### src/rtl/sync_lock_fsm_if.sv
// Bus between the peak-statistics counter / status block and the
// frame-sync lock decision stage. The master drives window statistics and
// thresholds; the slave (sync_lock_fsm) returns lock status and events.
interface sync_lock_fsm_if #(
    parameter int pST_W = 8
);
    logic             iena;
    logic             ival;
    logic [pST_W-1:0] istat;
    logic [pST_W-1:0] ithr_lock;
    logic [pST_W-1:0] ithr_loss;
    logic             olock;
    logic [1:0]       ostate;
    logic             oacq_pulse;
    logic             oloss_pulse;
    logic [15:0]      oloss_cnt;

    modport master (
        output iena, ival, istat, ithr_lock, ithr_loss,
        input  olock, ostate, oacq_pulse, oloss_pulse, oloss_cnt
    );

    modport slave (
        input  iena, ival, istat, ithr_lock, ithr_loss,
        output olock, ostate, oacq_pulse, oloss_pulse, oloss_cnt
    );
endinterface

### src/rtl/sync_lock_fsm.sv
// Frame-sync lock decision stage. Each valid window count is classified as
// good (>= ithr_lock) or bad (< ithr_loss); lock is declared after pACQ_N
// consecutive good windows and dropped after pLOSS_N consecutive bad ones,
// with a hysteresis band in HOLD that neither advances nor clears the miss run.
// Optional macro SYNC_LOCK_LOSS_CNT_EN enables the saturating lock-loss counter.
module sync_lock_fsm #(
    parameter int pST_W   = 8,
    parameter int pACQ_N  = 3,
    parameter int pLOSS_N = 4
) (
    input  logic          iclk,
    input  logic          ireset,
    sync_lock_fsm_if.slave bus
);
    localparam logic [1:0] ST_SEARCH = 2'd0;
    localparam logic [1:0] ST_VERIFY = 2'd1;
    localparam logic [1:0] ST_LOCKED = 2'd2;
    localparam logic [1:0] ST_HOLD   = 2'd3;

    localparam logic [3:0] ACQ_N  = 4'(pACQ_N);
    localparam logic [3:0] LOSS_N = 4'(pLOSS_N);

    logic [1:0] state, state_nx;
    logic [3:0] run, run_nx;
    logic [3:0] miss, miss_nx;
    logic       acq_q, acq_nx;
    logic       loss_q, loss_nx;
    logic       good, bad;

    assign good = (bus.istat >= bus.ithr_lock);
    assign bad  = (bus.istat <  bus.ithr_loss);

    // Next-state decision for one evaluation; non-ival cycles hold state and drop pulses.
    always_comb begin
        state_nx = state;
        run_nx   = run;
        miss_nx  = miss;
        acq_nx   = 1'b0;
        loss_nx  = 1'b0;
        if (bus.ival) begin
            case (state)
                ST_SEARCH: begin
                    if (good) begin
                        if (ACQ_N == 4'd1) begin
                            state_nx = ST_LOCKED;
                            acq_nx   = 1'b1;
                            run_nx   = 4'd0;
                        end else begin
                            state_nx = ST_VERIFY;
                            run_nx   = 4'd1;
                        end
                    end
                end
                ST_VERIFY: begin
                    if (good) begin
                        if (run + 4'd1 == ACQ_N) begin
                            state_nx = ST_LOCKED;
                            acq_nx   = 1'b1;
                            run_nx   = 4'd0;
                        end else begin
                            run_nx = run + 4'd1;
                        end
                    end else begin
                        state_nx = ST_SEARCH;
                        run_nx   = 4'd0;
                    end
                end
                ST_LOCKED: begin
                    // bad is tested first so a misconfigured overlap drops lock
                    if (bad) begin
                        if (LOSS_N == 4'd1) begin
                            state_nx = ST_SEARCH;
                            loss_nx  = 1'b1;
                            miss_nx  = 4'd0;
                        end else begin
                            state_nx = ST_HOLD;
                            miss_nx  = 4'd1;
                        end
                    end else begin
                        miss_nx = 4'd0;
                    end
                end
                ST_HOLD: begin
                    if (bad) begin
                        if (miss + 4'd1 == LOSS_N) begin
                            state_nx = ST_SEARCH;
                            loss_nx  = 1'b1;
                            miss_nx  = 4'd0;
                        end else begin
                            miss_nx = miss + 4'd1;
                        end
                    end else if (good) begin
                        state_nx = ST_LOCKED;
                        miss_nx  = 4'd0;
                    end
                end
                default: begin
                    state_nx = ST_SEARCH;
                    run_nx   = 4'd0;
                    miss_nx  = 4'd0;
                end
            endcase
        end
    end

    // State, counters and pulse registers; iena low freezes everything.
    always_ff @(posedge iclk) begin
        if (!ireset) begin
            state  <= ST_SEARCH;
            run    <= 4'd0;
            miss   <= 4'd0;
            acq_q  <= 1'b0;
            loss_q <= 1'b0;
        end else if (bus.iena) begin
            state  <= state_nx;
            run    <= run_nx;
            miss   <= miss_nx;
            acq_q  <= acq_nx;
            loss_q <= loss_nx;
        end
    end

`ifdef SYNC_LOCK_LOSS_CNT_EN
    logic [15:0] loss_cnt;

    // Saturating lock-loss event counter, updated together with the loss pulse.
    always_ff @(posedge iclk) begin
        if (!ireset) begin
            loss_cnt <= 16'd0;
        end else if (bus.iena && loss_nx && (loss_cnt != 16'hFFFF)) begin
            loss_cnt <= loss_cnt + 16'd1;
        end
    end

    assign bus.oloss_cnt = loss_cnt;
`else
    assign bus.oloss_cnt = 16'd0;
`endif

    assign bus.ostate      = state;
    assign bus.olock       = state[1];
    assign bus.oacq_pulse  = acq_q;
    assign bus.oloss_pulse = loss_q;
endmodule

### src/flat_wrapper.sv
// flat-port wrapper written by rule: the top's interface ports become plain ports
module sync_lock_fsm_flat 
#(
    parameter int pST_W   = 8,
    parameter int pACQ_N  = 3,
    parameter int pLOSS_N = 4
)
  (iclk, ireset, bus_iena, bus_ival, bus_istat, bus_ithr_lock, bus_ithr_loss, bus_olock, bus_ostate, bus_oacq_pulse, bus_oloss_pulse, bus_oloss_cnt);
  sync_lock_fsm_if #(.pST_W(pST_W)) bus_i ();
  input  logic iclk;
  input  logic ireset;
  input wire logic [$bits(bus_i.iena)-1:0] bus_iena;
  input wire logic [$bits(bus_i.ival)-1:0] bus_ival;
  input wire logic [$bits(bus_i.istat)-1:0] bus_istat;
  input wire logic [$bits(bus_i.ithr_lock)-1:0] bus_ithr_lock;
  input wire logic [$bits(bus_i.ithr_loss)-1:0] bus_ithr_loss;
  output wire logic [$bits(bus_i.olock)-1:0] bus_olock;
  output wire logic [$bits(bus_i.ostate)-1:0] bus_ostate;
  output wire logic [$bits(bus_i.oacq_pulse)-1:0] bus_oacq_pulse;
  output wire logic [$bits(bus_i.oloss_pulse)-1:0] bus_oloss_pulse;
  output wire logic [$bits(bus_i.oloss_cnt)-1:0] bus_oloss_cnt;
  assign bus_i.iena = bus_iena;
  assign bus_i.ival = bus_ival;
  assign bus_i.istat = bus_istat;
  assign bus_i.ithr_lock = bus_ithr_lock;
  assign bus_i.ithr_loss = bus_ithr_loss;
  assign bus_olock = bus_i.olock;
  assign bus_ostate = bus_i.ostate;
  assign bus_oacq_pulse = bus_i.oacq_pulse;
  assign bus_oloss_pulse = bus_i.oloss_pulse;
  assign bus_oloss_cnt = bus_i.oloss_cnt;
  sync_lock_fsm #(.pST_W(pST_W), .pACQ_N(pACQ_N), .pLOSS_N(pLOSS_N)) u_core (.iclk(iclk), .ireset(ireset), .bus(bus_i));
endmodule
### config.mk
export PLATFORM = sky130hd
export DESIGN_NAME = sync_lock_fsm_flat
export DESIGN_NICKNAME = d
export VERILOG_FILES = /design/src/rtl/sync_lock_fsm_if.sv /design/src/rtl/sync_lock_fsm.sv /design/src/flat_wrapper.sv
export SDC_FILE = /design/constraint.sdc
export NUM_CORES = 1
export LEC_CHECK = 0
export ABC_CLOCK_PERIOD_IN_PS = 4600
export CELL_PAD_IN_SITES_DETAIL_PLACEMENT = 2
export CELL_PAD_IN_SITES_GLOBAL_PLACEMENT = 2
export CORE_MARGIN = 2
export CORE_UTILIZATION = 26
export CTS_CLUSTER_DIAMETER = 30
export CTS_CLUSTER_SIZE = 10
export DETAILED_ROUTE_END_ITERATION = 16
export PLACE_DENSITY = 0.9
export SLEW_MARGIN = 25
export SYNTH_ARGS = -nofsm -noshare
export SYNTH_HDL_FRONTEND = slang
export SYNTH_SLANG_ARGS = --single-unit
### constraint.sdc
create_clock -name iclk -period 4.6 [get_ports iclk]
set_input_delay 0.92 -clock iclk [delete_from_list [all_inputs] [get_ports iclk]]
set_output_delay 0.92 -clock iclk [all_outputs]
set_load 0.005 [all_outputs]
# Word-level counts from Yosys, hierarchy flattened
# Cells that the tools add are included.
# op_classes
n_eq_ne	10
reduce_logical	6
mux	25
n_lt_le_gt_ge	2
n_addsub	2
# op_table
operator	n
two-way mux 4 bit	6
case mux 4 bit (2 select lines)	2
two-way mux 2 bit	7
two-way mux 1 bit	9
adder 4 x 1 -> 4 bit, second input constant	2
>= comparator 8 bit	1
< comparator 8 bit	1
case mux 2 bit (4 select lines)	1
AND reduction 4 bit	2
AND reduction 7 bit	1
inequality test 3 bit, second input constant	2
== test 2 bit, second input constant	2
== test 4 x 2 -> 1 bit, second input constant	1
== test 4 x 3 -> 1 bit, second input constant	1
inequality test 2 x 1 -> 1 bit, second input constant	2
nonzero test 2 bit	2
inequality test 3 x 1 -> 1 bit, second input constant	1
== test 2 x 1 -> 1 bit, second input constant	1
logical NOT 2 bit	1
# totals
input_bits	28
regBits	12
out_inout_bits	21

# Logic depth before layout (Yosys ltp)
# Gate-level depths: netlist of the first run.
# logic_depth
ltp_word	6
depth_mapped	7

# Worst setup path after synthesis of the first run
# OpenSTA, ideal clock, no wires.
# synth_timing
path_kind	input-to-reg
start	input bus_ithr_loss[2]
end	register u_core.state[1] (netlist: u_core.bus.ostate[1])
setup_ns	0.115
required_time_ns	4.485
path_slack_ns	2.043
arrival_ns	2.442
cell_stages	7
path_cell_list	inv_1 ha_1 a211oi_2 o21ai_2 a21o_1 or4_1 and3_1
# synth_between
elab_chain_cells	3
word_cells_on_any_way	7
# synth_rtl
element	line	source
start: declaration	flat_wrapper.sv:16	input wire logic [$bits(bus_i.ithr_loss)-1:0] bus_ithr_loss;
< comparator 8 bit *	sync_lock_fsm.sv:31	assign bad = (bus.istat < bus.ithr_loss);
inequality test 3 bit (no line) (tied with other cells)	-	
AND reduction 7 bit (no line) or case mux 2 bit (4 select lines) (tied branches)	-	
end signal: assignment	sync_lock_fsm.sv:115	state <= state_nx;
end: declaration	sync_lock_fsm.sv:23	logic [1:0] state, state_nx;
# Every way passes the cells marked *; elsewhere a longest branch is shown, timed or not.
# A chain may end at the register's enable or synchronous reset.

# Worst setup path after layout of the first run
# layout_timing
start	input bus_ithr_loss[2]
end	register u_core.miss[3]
# layout_between
elab_chain_cells	3
word_cells_on_any_way	5
# layout_rtl
element	line	source
< comparator 8 bit *	sync_lock_fsm.sv:31	
inequality test 3 x 1 -> 1 bit (no line) or two-way mux 4 bit (tied branches)	-	
AND reduction 4 bit (no line) or case mux 4 bit (2 select lines) (tied branches)	-	
end signal: assignment	sync_lock_fsm.sv:117	miss <= miss_nx;
end: declaration	sync_lock_fsm.sv:25	logic [3:0] miss, miss_nx;
# Marks and branches as above.

==> impl_metrics.yaml, run 1 <==
global_routing:
  grt_pass1_vias: 1363
  antenna_found_initial: 0
  global_route.overflow_total: 0
  wire_length_of_the_first_global_routing_pass_um: 6150
  global_route.usage.total_pct: 14.2
  largest_net_degree_at_the_start_of_global_routing: 14
sta:
  drv_slew: 0
  finalCriticalPeriod_ps: 2970
  final_min_period_over_clock_period_pct: 64.6
  tightest_slew_ps: 602
  max_slew_margin_pct: 58.8
  final.setup_skew_ps: 4.52
  setup-tns-final_ps: 0
  hold_viol_final: 0
  fin_ws_ps: 1630
  rsz0062_at_grt: "no"
  fmaxAchievable_mhz: 337
  post_route_worst_hold_slack_ps: 477
  finalSetupViolations: 0
detailed_routing:
  antenna_violating_nets_post_route: 0
  drt-wirelength-per-cell_um: 14.0
  wirelength_um: 3660
  drtIter0Drc: 34
  via_count: 1258
  drc: 0
  vias_per_cell: 4.80
  first_pass_iters: 3
layout:
  area_delta_synth_final_pct: 29.9
  instances_no_fill: 262
  share_of_cells_above_drive_strength_1_pct: 5.64
  finalCoreUtilization_pct: 35.0
  final_net_count: 243
  diodes: 0
  design_area_sq_um: 1670
clock_tree:
  ctsRootBufferMaster: "sky130_fd_sc_hd__clkbuf_8"
  numCtsBuffers: 3
  clock_insertion_delay_worst_skew_ps: 240
  clkSinkCount: 12
  cts_tree: "yes"
  cts_h_tree_lvls: 1
  cts_post_setup_buffers_inserted: 0
  cts_hold_buffers: 0
  clkSlewWorstSetupHoldPaths_ps: 60
  cts_resized: 0
  clock_path_buffers: 2
pwr:
  ir_worst_vdd_uv: 111
  power_mw: 0.307
  total_leakage_power_nw: 0.720
  power_density_nw_per_um2: 185
critical_path:
  crit_chain: "clkdlybuf4s50_1 -> inv_1 -> ha_1 -> a211oi_2 -> o21ai_2 -> a21oi_1 -> o221ai_1 -> a311oi_1"
  worst-endpoint-required_ps: 4750
  classification_of_the_worst_setup_path: "primary input to flop"
  worst_path_dominant_cell_family: "compound AO/OA/AOI/OAI gates"
  start_kind: "primary input"
  critical-path-max-stage-delay_ps: 500
  cp.arrival_ps: 3120
  timing.critical_path.buf_inv: 2
  critical_path.endpoint_type: "flop"
  critical-path-slowest-cell: "sky130_fd_sc_hd__a21oi_1"
  cp_max_fo: 8
run_status:
  run_status: "finished, final reports clean"
die:
  ios: 49
  dieArea_sq_um: 5510
  rows: 25
  die-height_um: 74.2
  core_area_sq_um: 4750
  initial_utilization_pct: 27.0
  die-width_um: 74.2
synth:
  netlist.area_leader.share_pct: 18.7
  ys_types: 43
  yosysMostFrequentCell: "sky130_fd_sc_hd__inv_1"
  ys_async_sr_fraction_pct: 0
  syn_std_cell_area_sq_um: 1280
  postSynthRegisterBits: 12
  synth_area_leaders: "sky130_fd_sc_hd__dfxtp_1 19%, sky130_fd_sc_hd__ha_1 19%, sky130_fd_sc_hd__buf_4 10%"
  synth-edff-count: 0
  sequential_cell_area_fraction_in_the_yosys_report_pct: 18.7
  syn-instance-count: 162
  synth_ff_type: "sky130_fd_sc_hd__dfxtp_1"
  synth_top_cell_by_area: "sky130_fd_sc_hd__dfxtp_1"
  syn_avg_cell_area_sq_um: 7.92
  synth_warnings: 0
  synth.top_cells.by_count: "20 x sky130_fd_sc_hd__inv_1, 19 x sky130_fd_sc_hd__ha_1, 17 x sky130_fd_sc_hd__buf_4"
placement:
  pre_cts_ws_ps: 1380
  globalplace.congestion: 0.772
  place.port_buffers: 32
  hpwl_um: 2900
  detailed_place.area_sq_um: 1610
  numPlacedInstances: 258
job:
  cap_violations: 0
min_path:
  hold_path.class: "flop to flop"
==> kinds of logic (layout without fill, tap and decap cells) <==
family / Yosys count / count (layout) / synth area share, %
buffers and inverters: 39 / 57 / 16.5
other: 1 / 16 / 0.292
muxes: 2 / 2 / 1.66
xor gates and xnor gates: 2 / 2 / 1.37
adders and majority gates: 19 / 19 / 18.5
and+or+nand+nor: 45 / 45 / 18.1
DFF: 12 / 12 / 18.7
AOI/OAI and AO/OA: 42 / 42 / 24.8
==> flip-flops by register name, summed over array words and instances, names as in the netlist <==
| register | count |
|---|---|
| u_core.bus.oloss_pulse | 1 |
| u_core.bus.ostate | 2 |
| u_core.run | 4 |
| u_core.miss | 4 |
| u_core.bus.oacq_pulse | 1 |
==> where the power goes <==
part / leakage (nW) / internal (mW) / switching (mW)
Combinational: 0.595 / 0.0417 / 0.0431
Sequential: 0.0968 / 0.105 / 0.00291
Clock: 0.0288 / 0.0756 / 0.0390
Total: 0.720 / 0.222 / 0.0851
==> placed cells by master (no fill, tap or decap), types with 2 or more instances in the layout <==
| cell | n |
|---|---|
| sky130_fd_sc_hd__clkbuf_8 | 4 |
| sky130_fd_sc_hd__dfxtp_1 | 12 |
| sky130_fd_sc_hd__o21ai_0 | 6 |
| sky130_fd_sc_hd__and3_1 | 2 |
| sky130_fd_sc_hd__xor2_1 | 2 |
| sky130_fd_sc_hd__o32ai_1 | 2 |
| sky130_fd_sc_hd__nand2b_1 | 3 |
| sky130_fd_sc_hd__a311oi_1 | 3 |
| sky130_fd_sc_hd__a31oi_1 | 3 |
| sky130_fd_sc_hd__a21oi_1 | 8 |
| sky130_fd_sc_hd__nand2_1 | 11 |
| sky130_fd_sc_hd__nand4_1 | 4 |
| sky130_fd_sc_hd__a211oi_1 | 2 |
| sky130_fd_sc_hd__nor2b_1 | 2 |
| sky130_fd_sc_hd__ha_1 | 19 |
| sky130_fd_sc_hd__clkdlybuf4s50_1 | 32 |
| sky130_fd_sc_hd__a21o_1 | 2 |
| sky130_fd_sc_hd__nand3_1 | 7 |
| sky130_fd_sc_hd__nor2_1 | 8 |
| sky130_fd_sc_hd__a211oi_2 | 4 |
| sky130_fd_sc_hd__or4_1 | 2 |
| sky130_fd_sc_hd__a41o_1 | 2 |
| sky130_fd_sc_hd__conb_1 | 16 |
| sky130_fd_sc_hd__inv_1 | 20 |
==> metal layers <==
metal  share of wire, %  wire length [um]  global-route usage (%)
met1                 43              1580                    15.6
met2                 52              1900                    28.6
met3                4.4               160                    3.12
met4               0.22                 8                    1.19
met5                  0                 0                       0
==> tightest hold or removal path: cells and delay by family, from the launching register on <==
| family | cells | cell delay (ps) |
|---|---|---|
| AOI/OAI and AO/OA | 1 | 60 |
| DFF | 1 | 300 |
| and+or+nand+nor | 1 | 60 |
==> worst paths after layout <==
kind                           from                      to  slack [ps]  cells after the start
max                bus_ithr_loss[2]          u_core.miss[3]        1630                      8
min          u_core.bus.oloss_pulse  u_core.bus.oloss_pulse         480                      2
max reg2reg           u_core.run[0]           u_core.run[1]        2790                      6
min reg2reg  u_core.bus.oloss_pulse  u_core.bus.oloss_pulse         480                      2
==> final cells by class <==
type | instances | area, sq um
clock buffer | 4 | 55.1
sequential | 12 | 240
timing repair buffer | 32 | 320
fill | 565 | 3090
inverter | 21 | 78.8
multi-input combinational | 126 | 887
tap | 67 | 83.8
Note: power is estimated with default switching activity, not from simulation.
==> inputs of run 2 (changes only) <==
--- a/config.mk
+++ b/config.mk
@@ -5,15 +5,15 @@
 export SDC_FILE = /design/constraint.sdc
 export NUM_CORES = 1
 export LEC_CHECK = 0
-export ABC_CLOCK_PERIOD_IN_PS = 4600
+export ABC_CLOCK_PERIOD_IN_PS = 2600
 export CELL_PAD_IN_SITES_DETAIL_PLACEMENT = 2
 export CELL_PAD_IN_SITES_GLOBAL_PLACEMENT = 2
 export CORE_MARGIN = 2
-export CORE_UTILIZATION = 26
+export CORE_UTILIZATION = 22
 export CTS_CLUSTER_DIAMETER = 30
 export CTS_CLUSTER_SIZE = 10
 export DETAILED_ROUTE_END_ITERATION = 16
-export PLACE_DENSITY = 0.9
+export PLACE_DENSITY = 0.82
 export SLEW_MARGIN = 25
 export SYNTH_ARGS = -nofsm -noshare
 export SYNTH_HDL_FRONTEND = slang
==> constraint.sdc (replaced) <==
create_clock -name iclk -period 2.6 [get_ports iclk]
set_input_delay 0.52 -clock iclk [delete_from_list [all_inputs] [get_ports iclk]]
set_output_delay 0.52 -clock iclk [all_outputs]
set_load 0.005 [all_outputs]
==> impl_metrics.yaml, run 2 (synthesized netlist as in run 1, its figures left out) <==
run_status:
  run_status: "finished, final reports clean"
layout:
  diodes: 0
  share_of_cells_above_drive_strength_1_pct: 9.00
  area_delta_synth_final_pct: 34.1
  nFillCells: 679
  finalCoreUtilization_pct: 30.9
  layout.cells.most_common_list: "32 x sky130_fd_sc_hd__clkdlybuf4s50_1, 20 x sky130_fd_sc_hd__inv_1, 19 x sky130_fd_sc_hd__ha_1, 16 x sky130_fd_sc_hd__conb_1, 12 x sky130_fd_sc_hd__dfxtp_1"
  final_net_count: 248
  area.sequential_sq_um: 240
  layout_commonest_cell: "sky130_fd_sc_hd__clkdlybuf4s50_1"
  instances_no_fill: 272
  combined_area_of_the_multi_input_logic_cells_sq_um: 898
sta:
  final.setup_skew_ps: 4.48
  rsz0062_at_grt: "yes"
  hold_viol_final: 0
  final_min_period_over_clock_period_pct: 97.0
  fmaxAchievable_mhz: 397
  setup-tns-final_ps: 0
  finalSetupViolations: 0
  finalCriticalPeriod_ps: 2520
  fin_ws_ps: 79.1
  drv_slew: 0
clock_tree:
  numCtsBuffers: 3
  clock_insertion_delay_worst_skew_ps: 250
  ctsRootBufferMaster: "sky130_fd_sc_hd__clkbuf_8"
  cts_post_setup_buffers_inserted: 0
  cts_tree: "yes"
  cts_h_tree_lvls: 1
  clkSlewWorstSetupHoldPaths_ps: 60
  clock_path_buffers: 2
  clkSinkCount: 12
pwr:
  power_density_nw_per_um2: 331
  total_leakage_power_nw: 0.746
  seqPwrFrac_pct: 33.6
  switching_part_of_the_total_pct: 28.9
  clock_power_share_pct: 37.5
  intPower_mw: 0.404
  p_comb_share_pct: 28.9
  power_mw: 0.569
  power_switching_mw: 0.165
  ir_worst_vdd_uv: 171
critical_path:
  classification_of_the_worst_setup_path: "primary input to flop"
  crit_chain: "clkdlybuf4s50_1 -> inv_1 -> ha_1 -> a211oi_2 -> o21bai_1 -> a21o_1 -> or4_4 -> and3_1"
  critical_path.endpoint_type: "flop"
  start_kind: "primary input"
  cp.arrival_ps: 2660
  cp_max_fo: 3
  worst-endpoint-required_ps: 2740
  critical-path-max-stage-delay_ps: 530
  critical-path-slowest-cell: "sky130_fd_sc_hd__or4_4"
detailed_routing:
  drtIter0Drc: 39
  drt-wirelength-per-cell_um: 13.8
  via_count: 1287
  vias_per_cell: 4.73
  antenna_violating_nets_post_route: 0
  first_pass_iters: 4
  drc: 0
  wirelength_um: 3760
global_routing:
  global_route.usage.total_pct: 12.4
  global_route.overflow_total: 0
  grt_pass1_vias: 1373
  wire_length_of_the_first_global_routing_pass_um: 6480
  largest_net_degree_at_the_start_of_global_routing: 14
  antenna_found_initial: 0
placement:
  globalplace.congestion: 0.720
  numPlacedInstances: 268
  hpwl_um: 3040
  pre_cts_ws_ps: -159
  place.port_buffers: 32
job:
  cap_violations: 0
die:
  core_area_sq_um: 5570
  die-width_um: 80.4
  initial_utilization_pct: 23.0
  dieArea_sq_um: 6460
  ios: 49
  die-height_um: 80.4
  rows: 27
min_path:
  hold_path.class: "flop to flop"
## run 2: layer usage
metal  up-vias  routed length (um)  global-route usage [%]
li1        631                   -                       -
met1       630                1630                    14.5
met2        26                1940                    23.5
met3         0                 184                    3.15
met4         0                   0                    1.02
met5         -                   0                       0
## run 2: power by group through the flow
| stage | Sequential, mW | Combinational [mW] | Clock [mW] |
|---|---|---|---|
| 4_1_cts | 0.191 | 0.165 | 0.218 |
| 6_report | 0.191 | 0.164 | 0.213 |
| 2_1_floorplan | 0.192 | 0.0989 | 0 |
| 3_3_place_gp | 0.195 | 0.158 | 0 |
| 5_1_grt | 0.191 | 0.187 | 0.231 |
| 3_5_place_dp | 0.195 | 0.164 | 0 |
## run 2: layout make-up
type,instances,area share [%]
multi-input cells,126,52.2
repair buffers,37,20.8
flip-flops and latches,12,14.0
well taps,72,5.24
inverters,21,4.58
clock buffers,4,3.20
## run 2: what timing repair did
action                     CTS  global route
hold buffers                 0             0
setup endpoints to repair    0             6
gates resized for setup      0             3
## run 2: worst paths after layout
| path | from | endpoint | slack (ps) | cells past startpoint |
|---|---|---|---|---|
| setup / recovery | bus_ithr_loss[5] | u_core.bus.ostate[1] | 80 | 8 |
| hold / removal | u_core.bus.oacq_pulse | u_core.bus.oacq_pulse | 480 | 2 |
| setup reg to reg | u_core.run[0] | u_core.run[1] | 700 | 6 |
| hold reg to reg | u_core.bus.oacq_pulse | u_core.bus.oacq_pulse | 480 | 2 |
## run 2: critical path: cells and delay by family
family | cells | cell delay, ps
buf+inv | 2 | 490
simple gates | 2 | 730
fa+ha+maj | 1 | 320
compound gates | 3 | 600
## run 2: per-stage QoR
stage / hold slack [ps] / instance area (sq um)
floorplan: 466 / 1340
global placement: 464 / 1650
detailed placement: 480 / 1650
CTS: 490 / 1710
global route: 516 / 1720
finish: 482 / 1720
